**config.mk**
```make
export PLATFORM = sky130hd
export DESIGN_NAME = qr_frame_capture_writer
export DESIGN_NICKNAME = d
export VERILOG_FILES = /design/src/rtl/qr_frame_capture_writer.sv
export SDC_FILE = /design/constraint.sdc
export NUM_CORES = 1
export LEC_CHECK = 0
export CORE_MARGIN = 2
export CORE_UTILIZATION = 56
export DETAILED_ROUTE_END_ITERATION = 8
export PLACE_DENSITY = 0.79
export SYNTH_ARGS = -nofsm -noshare
export SYNTH_HDL_FRONTEND = slang
export SYNTH_SLANG_ARGS = --single-unit
export TNS_END_PERCENT = 20
```
**constraint.sdc**
```tcl
create_clock -name clk_in -period 3 [get_ports clk_in]
set_clock_uncertainty 0.2 [all_clocks]
set_input_delay 0.6 -clock clk_in [delete_from_list [all_inputs] [get_ports clk_in]]
set_output_delay 0.6 -clock clk_in [all_outputs]
set_load 0.05 [all_outputs]
```
**src/rtl/qr_frame_capture_writer.sv**
```systemverilog
// qr_frame_capture_writer: aligns a 1-bit pixel stream to SOF, writes one raster-order frame, then hands off to the finder
module qr_frame_capture_writer #(
    parameter int WIDTH  = 640,
    parameter int HEIGHT = 480
) (
    input  logic        clk_in,
    input  logic        rst_in,
    input  logic        arm_in,
    input  logic        pixel_valid,
    input  logic        pixel_data,
    input  logic        sof,
    input  logic        eol,
    input  logic        finder_done,
    output logic [19:0] mem_addr,
    output logic        mem_data,
    output logic        mem_we,
    output logic        start_finder,
    output logic        capturing,
    output logic        frame_error,
    output logic [7:0]  frame_count
);
    localparam int XW = $clog2(WIDTH);
    localparam int YW = $clog2(HEIGHT);
    localparam logic [XW-1:0] X_LAST = XW'(WIDTH - 1);
    localparam logic [YW-1:0] Y_LAST = YW'(HEIGHT - 1);

    typedef enum logic [2:0] {IDLE, SYNC, CAPTURE, HANDOFF, WAIT_FINDER} state_t;

    state_t        state;
    logic [XW-1:0] x;
    logic [YW-1:0] y;
    logic [19:0]   addr;
    logic          x_last;
    logic          y_last;

    always_comb begin
        x_last = x == X_LAST;
        y_last = y == Y_LAST;
    end

    always_ff @(posedge clk_in or posedge rst_in) begin
        if (rst_in) begin
            state        <= IDLE;
            x            <= '0;
            y            <= '0;
            addr         <= '0;
            mem_addr     <= '0;
            mem_data     <= 1'b0;
            mem_we       <= 1'b0;
            start_finder <= 1'b0;
            capturing    <= 1'b0;
            frame_error  <= 1'b0;
            frame_count  <= '0;
        end else begin
            mem_we       <= 1'b0;
            start_finder <= 1'b0;
            case (state)
                IDLE: if (arm_in) begin
                    state       <= SYNC;
                    frame_error <= 1'b0;
                end
                SYNC, CAPTURE: if (pixel_valid) begin
                    // an SOF mid-frame is flagged but still restarts capture on the same beat
                    if (sof) begin
                        mem_we    <= 1'b1;
                        mem_addr  <= '0;
                        mem_data  <= pixel_data;
                        addr      <= 20'd1;
                        x         <= XW'(1);
                        y         <= '0;
                        state     <= CAPTURE;
                        capturing <= 1'b1;
                        if (state == CAPTURE) frame_error <= 1'b1;
                    end else if (state == CAPTURE) begin
                        if (eol != x_last) begin
                            frame_error <= 1'b1;
                            state       <= SYNC;
                            capturing   <= 1'b0;
                        end else begin
                            mem_we   <= 1'b1;
                            mem_addr <= addr;
                            mem_data <= pixel_data;
                            addr     <= addr + 20'd1;
                            x        <= eol ? '0 : x + XW'(1);
                            y        <= eol ? y + YW'(1) : y;
                            if (eol && y_last) begin
                                state     <= HANDOFF;
                                capturing <= 1'b0;
                            end
                        end
                    end
                end
                HANDOFF: begin
                    start_finder <= 1'b1;
                    state        <= WAIT_FINDER;
                end
                WAIT_FINDER: if (finder_done) begin
                    frame_count <= frame_count + 8'd1;
                    state       <= arm_in ? SYNC : IDLE;
                end
                default: state <= IDLE;
            endcase
        end
    end
endmodule
```
Word level (Yosys, flattened, before mapping)
Cells that the tools add are included.

operators by class
  add/subtract/negate cells = 4
  equality and inequality tests = 15
  mux-type cells = 43
  reduce and logical (&&, ||, !) cells = 13

operators by type and width
  kind                                                 count
  two-way mux 20 bit                                   6
  two-way mux 10 bit                                   4
  two-way mux 9 bit                                    4
  two-way mux 3 bit                                    7
  adder 20 x 1 -> 20 bit, second input constant        1
  two-way mux 1 bit                                    20
  AND reduction 5 bit                                  3
  case mux 3 bit (4 select lines)                      1
  adder 10 x 1 -> 10 bit, second input constant        1
  equality test 10 bit, second input constant          1
  inequality test 2 bit, second input constant         5
  adder 9 x 1 -> 9 bit, second input constant          1
  equality test 9 bit, second input constant           1
  adder 8 x 1 -> 8 bit, second input constant          1
  AND reduction 4 bit                                  2
  equality test 3 x 2 -> 1 bit, second input constant  2
  inequality test 3 bit, second input constant         2
  nonzero test 2 bit                                   3
  inequality test 4 bit, second input constant         1
  equality test 3 x 1 -> 1 bit, second input constant  1
  equality test 3 bit, second input constant           1
  zero test 3 bit                                      1
  nonzero test 3 bit                                   1
  case mux 1 bit (2 select lines)                      1
  other kinds (4)                                      4

word-level totals
  flip-flop bits (word level) = 75
  input bits = 8
  word-level logic and storage cells = 86

Depth between registers and ports, before layout
Gate-level depths: netlist of the first run.

  word-level depth = 8
  depth in mapped cells = 8

Least setup slack after synthesis of the first run
Ideal clock, no wire load.

  path kind = input-to-reg
  start point = input port eol
  end point = register addr[10]
  arrival = 2,116 ps
  data required time = 2,722 ps
  slack = 606 ps
  stages on the path = 7
  cell sequence = buf_2 nor2b_1 a221oi_4 nand3_2 buf_6 or4_1 a21oi_1

on the way
  longest elaborated chain between the ends = 3

ends and longest elaborated chain
  what                                    RTL line  text
  start, declared                         12        input logic eol,
  inequality test 1 bit                   75        if (eol != x_last) begin
  inequality test 2 bit (no source line)  n/a
  AND reduction 4 bit (no source line)    n/a
  end signal, assigned                    83        addr <= addr + 20'd1;
  end, declared                           32        logic [19:0] addr;

No other way between the ends.
A chain may end at the register's enable or synchronous reset.

Worst setup path after layout of the first run
  start point = input port sof
  end point = register addr[19]

on the way
  longest elaborated chain between the ends = 2
  elaborated cells between the ends (all ways) = 4

ends and longest elaborated chain
  what                                                                                 RTL line  text
  start, declared                                                                      11        input logic sof,
  inequality test 2 bit (no source line) / nonzero test 2 bit (equally long branches)  n/a
  AND reduction 4 bit (no source line)                                                 n/a

Parallel ways exist; a longest one is shown, timed or not.

==> results of run 1 <==
-- critical path: stages --
cell,delay [ns]
clkdlybuf4s50_1,0.53
or2_2,0.36
or4_4,0.43
nand3_2,0.11
buf_12,0.16
buf_4,0.23
nor4_1,0.08
o21a_1,0.16
-- state kept, by name (all words and copies together), names as in the netlist, 3 cells and up --
| signal | flops |
|---|---|
| mem_addr | 20 |
| x | 10 |
| addr | 20 |
| y | 9 |
| state | 3 |
| frame_count | 8 |
-- through the flow --
stage	power [mW]	hold WS, ns	instance area [µm²]
2_1_floorplan	2.06	0.267	3750
3_3_place_gp	2.35	0.259	4380
3_5_place_dp	2.38	0.269	4380
4_1_cts	3.17	0.284	4580
5_1_grt	3.34	0.314	4580
6_report	3.16	0.273	4580
-- cell type report --
cell class | count | area [µm²] | area share, %
Clock buffer | 11 | 141 | 3.09
Timing Repair Buffer | 67 | 628 | 13.7
Inverter | 8 | 30.0 | 0.656
Tap cell | 77 | 96.3 | 2.10
Sequential cell | 75 | 1880 | 41.0
Clock inverter | 5 | 62.6 | 1.37
Multi-Input combinational cell | 260 | 1750 | 38.1
-- logic make-up (layout without fill, tap and decap cells) --
| logic type | after synthesis | count (layout) | share of synthesized area (%) |
|---|---|---|---|
| fa+ha+maj | 4 | 4 | 1.33 |
| mux | 5 | 5 | 1.43 |
| simple gates | 147 | 147 | 22.9 |
| xor+xnor | 17 | 17 | 3.97 |
| flops | 75 | 75 | 50.0 |
| buf+inv | 27 | 91 | 3.63 |
| compound gates | 87 | 87 | 16.7 |
-- Yosys cell counts, types with 4 or more instances --
cell      instances  share of area [%]
a21oi_1          22                2.9
nand2_1          28                2.8
o21ai_0          16                2.1
and3_1           10                1.7
or3_1             7                1.2
nand4_1          13                2.2
nand3_1          18                2.4
o31ai_1          11                2.2
inv_1             7               0.70
buf_2             6               0.80
nor2_1           23                2.3
clkbuf_1          7               0.70
and2_1            6                1.0
a22o_1           20                4.7
dfrtp_1          75                 50
nor3_1            4               0.53
xor2_1            9                2.1
ha_1              4                1.3
or4_1            12                2.4
xnor2_1           8                1.9
-- layer usage --
layer	routed length [µm]	GRT usage, %	vias up
li1	-	-	1473
met3	443	5.00	17
met4	135	9.52	0
met2	3780	36.2	92
met1	3580	33.3	1450
met5	0	0	-
-- power groups by stage --
stage / sequential, mW / combinational (mW) / clock (mW)
after floorplan: 1.56 / 0.500 / 0
after global placement: 1.44 / 0.909 / 0
after detailed placement: 1.45 / 0.928 / 0
after CTS: 1.44 / 0.936 / 0.799
after global routing: 1.48 / 1.02 / 0.843
final: 1.44 / 0.934 / 0.787
-- cells in the final DEF, fill, tap and decap left out, types with 3 or more instances in the layout --
cell type,netlist,routed
a21oi_1,22,22
a22o_1,20,20
and2_1,6,6
and3_1,10,10
buf_4,3,25
clkbuf_8,0,10
clkdlybuf4s50_1,0,40
dfrtp_1,75,75
ha_1,4,4
inv_1,7,6
nand2_1,28,28
nand3_1,18,18
nand4_1,13,13
nor2_1,23,23
nor2b_1,3,3
nor3_1,4,3
o21ai_0,16,16
o31ai_1,11,11
o41ai_1,3,3
or2_2,3,3
or3_1,7,7
or4_1,12,12
xnor2_1,8,8
xor2_1,9,9
-- worst paths after layout --
kind / start / to / slack (ns) / depth (start not counted)
min in group asynchronous: rst_in / frame_count[3]$_DFFE_PP0P_ / 0.39 / 2
max in group asynchronous: rst_in / mem_addr[4]$_DFFE_PP0P_ / 1.57 / 3
hold reg to reg: frame_count[7]$_DFFE_PP0P_ / frame_count[7]$_DFFE_PP0P_ / 0.27 / 1
hold / removal: frame_count[7]$_DFFE_PP0P_ / frame_count[7]$_DFFE_PP0P_ / 0.27 / 1
setup reg to reg: x[0]$_DFFE_PP0P_ / addr[19]$_DFFE_PP0P_ / 0.56 / 8
setup / recovery: sof / addr[19]$_DFFE_PP0P_ / 0.39 / 8
==> results.txt, run 1 <==
----------------------------------------------------
[Outcome]
  Status ... finished with violations
  Violations in the final reports ... design-rule violations

[Worst setup path]
  Critical path start-end classification ... in2reg
  Crit path launch type ... input port
  Endpoint type of the worst setup path ... flop
  Data arrival time at the worst-slack endpoint ... around 2.7 ns
  Worst-path fanout max ... 25
  Required time at the worst-slack endpoint ... 3.05 ns

[Timing]
  F_max ... 383 MHz
  RSZ-0062 raised after global routing ... no
  Post-route minimum period ... 2.61 ns
  Final period utilization ... slightly below 90%
  Final count of hold timing violations ... 0
  Tightest slew margin relative to the limit ... around two thirds
  Transition time at the pin with the least slew margin ... 0.521 ns
  TNS Setup ... 0 ns
  Smallest setup slack after layout ... 0.391 ns
  Max-slew violation count ... 0
  Final Setup Violations ... 0

[Clock tree]
  Setup bufs post-CTS ... 0
  Number of buffers created by CTS ... 9
  Post-CTS Hold Fix Bufs ... 0
  Number of resized instances in the post-cts repair step ... 0
  Root Buffer Master ... clkbuf_8
  Maximum buffer depth of the clock tree ... 2
  TritonCTS clock tree ... yes
  H-Tree Depth ... 3
  Insertion delay to the later sink of the worst-skew pair ... 0.35 ns
  Clock net sink count ... 75
  Clk slew on worst S/H paths ... 0.08 ns

[Min path]
  Classification of the worst-slack hold path ... reg2reg

[GRT]
  Maximum number of pins on one net before global-route repair ... 54
  Number of global-route vias before repair ... 3,029
  Congestion Overflow GR ... 0
  Overall Global Routing Usage ... 23.8%
  Wire length of the first global-routing pass ... 14,000 µm
  Number of antenna violations at the first check in global routing ... 0

[Yosys]
  Warnings from Yosys ... 0
  Flip-flop and latch count after synthesis ... 75
  Top FF cell, synth ... dfrtp_1
  Post-synth ARST share ... 100%
  Synthesized netlist net count ... 374
  Cell count after synthesis ... 362
  Mean area per synthesized cell ... 10.4 µm²
  EDFF count, synth ... 0
  Unique cell type count in the Yosys netlist ... 59
  Sequential area share after synthesis ... 50.0%
  Mapped cell area ... 0.00375 mm²

[Pwr]
  Leakage power ... a little under 2 nW
  Part of the total power dissipated in sequential elements ... 45.6%
  Part of the total power dissipated in the clock network ... 24.9%
  Combinational share of power ... 29.5%
  Internal cell power ... about 2 mW
  Net Switching ... 1.16 mW
  Fraction of power spent switching nets ... between 30% and 40%
  Max IR drop VDD ... just under 0.0005 V
  Power density cells ... between 600 and 700 mW/mm²

[Finish]
  Share of layout cells above drive strength 1 ... 14.1%
  Final core utilization ... 71.3%
  Post-layout net count ... between 400 and 500
  Post-route insts no fill ... 503
  Synthesis-to-finish area growth ... 22.0%
  Count of fill cells added during filler insertion ... 478
  Antenna diode count ... 0

[Drt]
  Antenna Violating Nets Remaining ... 0
  Wire length reported by the detailed router ... 7940 µm
  Post-detailed-route wirelength per cell ... approximately 16 µm
  Number of design rule violations left after detail routing ... 3
  Detailed-route via count ... 3,032
  Number of search-and-repair iterations in the first detailed-routing pass ... 9
  Vias per inst ... between 6 and 7
  Number of violations reported at the end of detailed-routing iteration 0 ... roughly 230

[Flow run]
  Max-Cap Viols ... 0

[Floorplanning]
  Die Wd ... 85.9 µm
  Starting density of the core ... about 58%
  Die Ht ... 85.9 µm
  Die outline area ... 0.00737 mm²
  Number of top-level design ports ... between 40 and 50
  Core Region ... approximately 0.0064 mm²
  # rows ... 29

[Place]
  Setup slack after placement ... 0.0148 ns
  Routability congestion estimate from global placement ... 0.862
  # port buffers ... 40
  Final HPWL from detailed placement ... 5640 µm
  Total placed cells including tap cells ... 487

----------------------------------------------------
Note: power is estimated with default switching activity, not from simulation.
==> run 2, diff against run 1 <==
Settings changed: CORE_MARGIN 2 to 10.
==> run 2 against run 1 <==
The flow now finishes without violations. Sequential cell count unchanged. Largest power group unchanged. Maximum frequency up 0.68%. Critical path type unchanged. Register-to-register slack hardly changed. Critical path depth is 1 lower. Largest cell class unchanged.
==> results.txt, run 2 (synthesis results as in run 1) <==
----------------------------------------------------
[Worst setup path]
  Largest stage delay on the critical path ... 0.53 ns (about the same)
  Top Family by Delay on Critical Path ... simple AND/OR/NAND/NOR gates (unchanged)
  Critical path start-end classification ... in2reg (unchanged)
  Cell at the slowest stage of the critical path ... clkdlybuf4s50_1 (unchanged)
  Worst-path fanout max ... 16 (was 25)
  Required time at the worst-slack endpoint ... 3.04 ns (was 3.05 ns)
  Reg2Reg Depth ... 7 (was 8)
  Worst reg2reg path startpoint ... x[0]$_DFFE_PP0P_ (unchanged)
  Data arrival time at the worst-slack endpoint ... 2.63 ns (was 2.66 ns)
  Worst path buffer plus inverter count ... 3 (unchanged)
  Worst-path cell chain ... clkdlybuf4s50_1 > or2_2 > or4_4 > nand3_2 > buf_4 > inv_2 > mux2_1 (was clkdlybuf4s50_1 > or2_2 > or4_4 > nand3_2 > buf_12 > buf_4 > nor4_1 > o21a_1)
  Critical register-to-register path endpoint ... mem_addr[0]$_DFFE_PP0P_ (was addr[19]$_DFFE_PP0P_)
  Crit path launch type ... input port (unchanged)
  Endpoint type of the worst setup path ... flop (unchanged)
  Number of cells on the critical path ... 7 (was 8)
  Worst R2R Setup Slack ... 0.56 ns (about the same)

[GRT]
  Met3 routing resource usage after global routing ... 3.37% (was 5.00%)
  Wire length of the first global-routing pass ... 14,000 µm (about the same)
  Maximum number of pins on one net before global-route repair ... 49 (was 54)
  Overall Global Routing Usage ... 16.6% (was 23.8%)
  Global routing usage on met1 ... 21.1% (was 33.3%)
  Congestion Overflow GR ... 0 (unchanged)
  Number of global-route vias before repair ... 2,945 (was 3,029)
  GR met2 Demand/Resource ... 27.3% (was 36.2%)
  Number of antenna violations at the first check in global routing ... 0 (unchanged)
  Most congested layer reported by global routing ... met2 (unchanged)

[Place]
  # port buffers ... 40 (unchanged)
  Final HPWL from detailed placement ... 5890 µm (was 5640 µm)
  Setup slack after placement ... 0.0479 ns (was 0.0148 ns)
  Routability congestion estimate from global placement ... 0.888 (was 0.862)

[Outcome]
  Status ... finished, final reports clean (was finished with violations)

[Timing]
  Transition time at the pin with the least slew margin ... 0.606 ns (was 0.521 ns)
  Smallest setup slack after layout ... 0.408 ns (was 0.391 ns)
  Final Setup Violations ... 0 (unchanged)
  TNS Setup ... 0 ns (unchanged)
  Max-slew violation count ... 0 (unchanged)
  RSZ-0062 raised after global routing ... no (unchanged)
  F_max ... 386 MHz (was 383 MHz)
  Final count of hold timing violations ... 0 (unchanged)
  Tightest slew margin relative to the limit ... 59.5% (was 65.2%)
  Final period utilization ... 86.4% (was 87.0%)
  Post-route minimum period ... 2.59 ns (was 2.61 ns)

[Finish]
  Synthesis-to-finish area growth ... 23.5% (was 22.0%)
  Antenna diode count ... 0 (unchanged)
  Most common cell after layout, fill and taps aside ... dfrtp_1 (unchanged)
  Area of combinational cells with multiple inputs ... 0.00175 mm² (unchanged)
  Post-layout net count ... 438 (was 433)
  Commonest cells after routing, fill and taps aside ... 75 x dfrtp_1, 40 x clkdlybuf4s50_1, 30 x buf_4 (was 75 x dfrtp_1, 40 x clkdlybuf4s50_1, 28 x nand2_1)
  Share of layout cells above drive strength 1 ... 15.3% (was 14.1%)
  Sequential cell area ... 0.00188 mm² (unchanged)
  Top Registers ... addr (20), mem_addr (20), x (10) (unchanged)
  Count of fill cells added during filler insertion ... 470 (was 478)

[Clock tree]
  Maximum buffer depth of the clock tree ... 2 (unchanged)
  Clk slew on worst S/H paths ... 0.08 ns (about the same)
  Clock net sink count ... 75 (unchanged)
  Number of resized instances in the post-cts repair step ... 0 (unchanged)
  Setup bufs post-CTS ... 0 (unchanged)
  Number of buffers created by CTS ... 9 (unchanged)
  Post-CTS Hold Fix Bufs ... 0 (unchanged)
  H-Tree Depth ... 3 (unchanged)
  Insertion delay to the later sink of the worst-skew pair ... 0.35 ns (about the same)
  Root Buffer Master ... clkbuf_8 (unchanged)
  TritonCTS clock tree ... yes (unchanged)

[Drt]
  Vias per inst ... 6.10 (was 6.03)
  Wire length reported by the detailed router ... 8330 µm (was 7940 µm)
  Number of violations reported at the end of detailed-routing iteration 0 ... 181 (was 228)
  Detailed-route via count ... 3,101 (was 3,032)
  Number of design rule violations left after detail routing ... 0 (was 3)
  Post-detailed-route wirelength per cell ... 16.4 µm (was 15.8 µm)
  Antenna Violating Nets Remaining ... 0 (unchanged)
  Number of search-and-repair iterations in the first detailed-routing pass ... 4 (was 9)

[Floorplanning]
  Die Ht ... 102 µm (was 85.9 µm)
  Die outline area ... 0.0104 mm² (was 0.00737 mm²)
  Die Wd ... 102 µm (was 85.9 µm)
  # rows ... 29 (unchanged)
  Starting density of the core ... 58.4% (unchanged)
  Number of top-level design ports ... 41 (unchanged)
  Core Region ... 0.00642 mm² (unchanged)

[Min path]
  Hold-critical path endpoint ... frame_count[7]$_DFFE_PP0P_ (unchanged)
  Number of cells on the worst hold path ... 1 (unchanged)
  Startpoint of the most critical hold path ... frame_count[7]$_DFFE_PP0P_ (unchanged)
  Classification of the worst-slack hold path ... reg2reg (unchanged)

[Pwr]
  Power density cells ... 704 mW/mm² (was 690 mW/mm²)
  Leakage power ... 2.02 nW (was 1.98 nW)
  Power, Total ... 3.26 mW (was 3.16 mW)
  Max IR drop VDD ... 0.000366 V (was 0.000488 V)

[Flow run]
  Max-Cap Viols ... 0 (unchanged)

----------------------------------------------------
## run 2: worst max path at each step
stage                      start                 endpoint  slack [ns]
after floorplan           rst_in      addr[0]$_DFFE_PP0P_        0.29
after global placement       sof  mem_addr[0]$_DFFE_PP0P_        0.09
after detailed placement     sof  mem_addr[0]$_DFFE_PP0P_        0.05
after CTS                    sof  mem_addr[0]$_DFFE_PP0P_        0.42
after global routing         sof     addr[16]$_DFFE_PP0P_        0.32
final                        sof  mem_addr[0]$_DFFE_PP0P_        0.41
## run 2: cell type report
cell class / count / area share [%]
clock buffers: 9 / 2.67
repair buffers: 72 / 14.4
inverters: 8 / 0.648
multi-input cells: 260 / 37.6
well taps: 77 / 2.08
flip-flops and latches: 75 / 40.5
clock inverters: 7 / 2.13
## run 2: power breakdown
part	switching, mW	internal [mW]	leakage [nW]
combinational	0.554	0.399	0.902
clock	0.399	0.474	0.110
sequential	0.242	1.19	1.01
total	1.20	2.07	2.02
## run 2: metrics by stage
step                      cells  area (µm²)  hold slack, ns  utilization (%)
after floorplan             362        3750           0.267                -
after global placement      492        4410           0.259             68.7
after detailed placement    492        4410           0.266             68.7
after CTS                   508        4640           0.277             72.2
after global routing        508        4640           0.304             72.2
final                       508        4640           0.269             72.2
## run 2: per-layer routing
layer	vias up	part of all wire [%]
met3	11	5.2
met5	-	0
li1	1476	-
met2	68	48
met1	1546	45
met4	0	1.4
==> run 3, diff against run 2 <==
Settings changed: SKIP_LAST_GASP set to 1.
==> results of run 3 <==
Same layout as run 2: the final DEF is identical, and so are final timing and power.
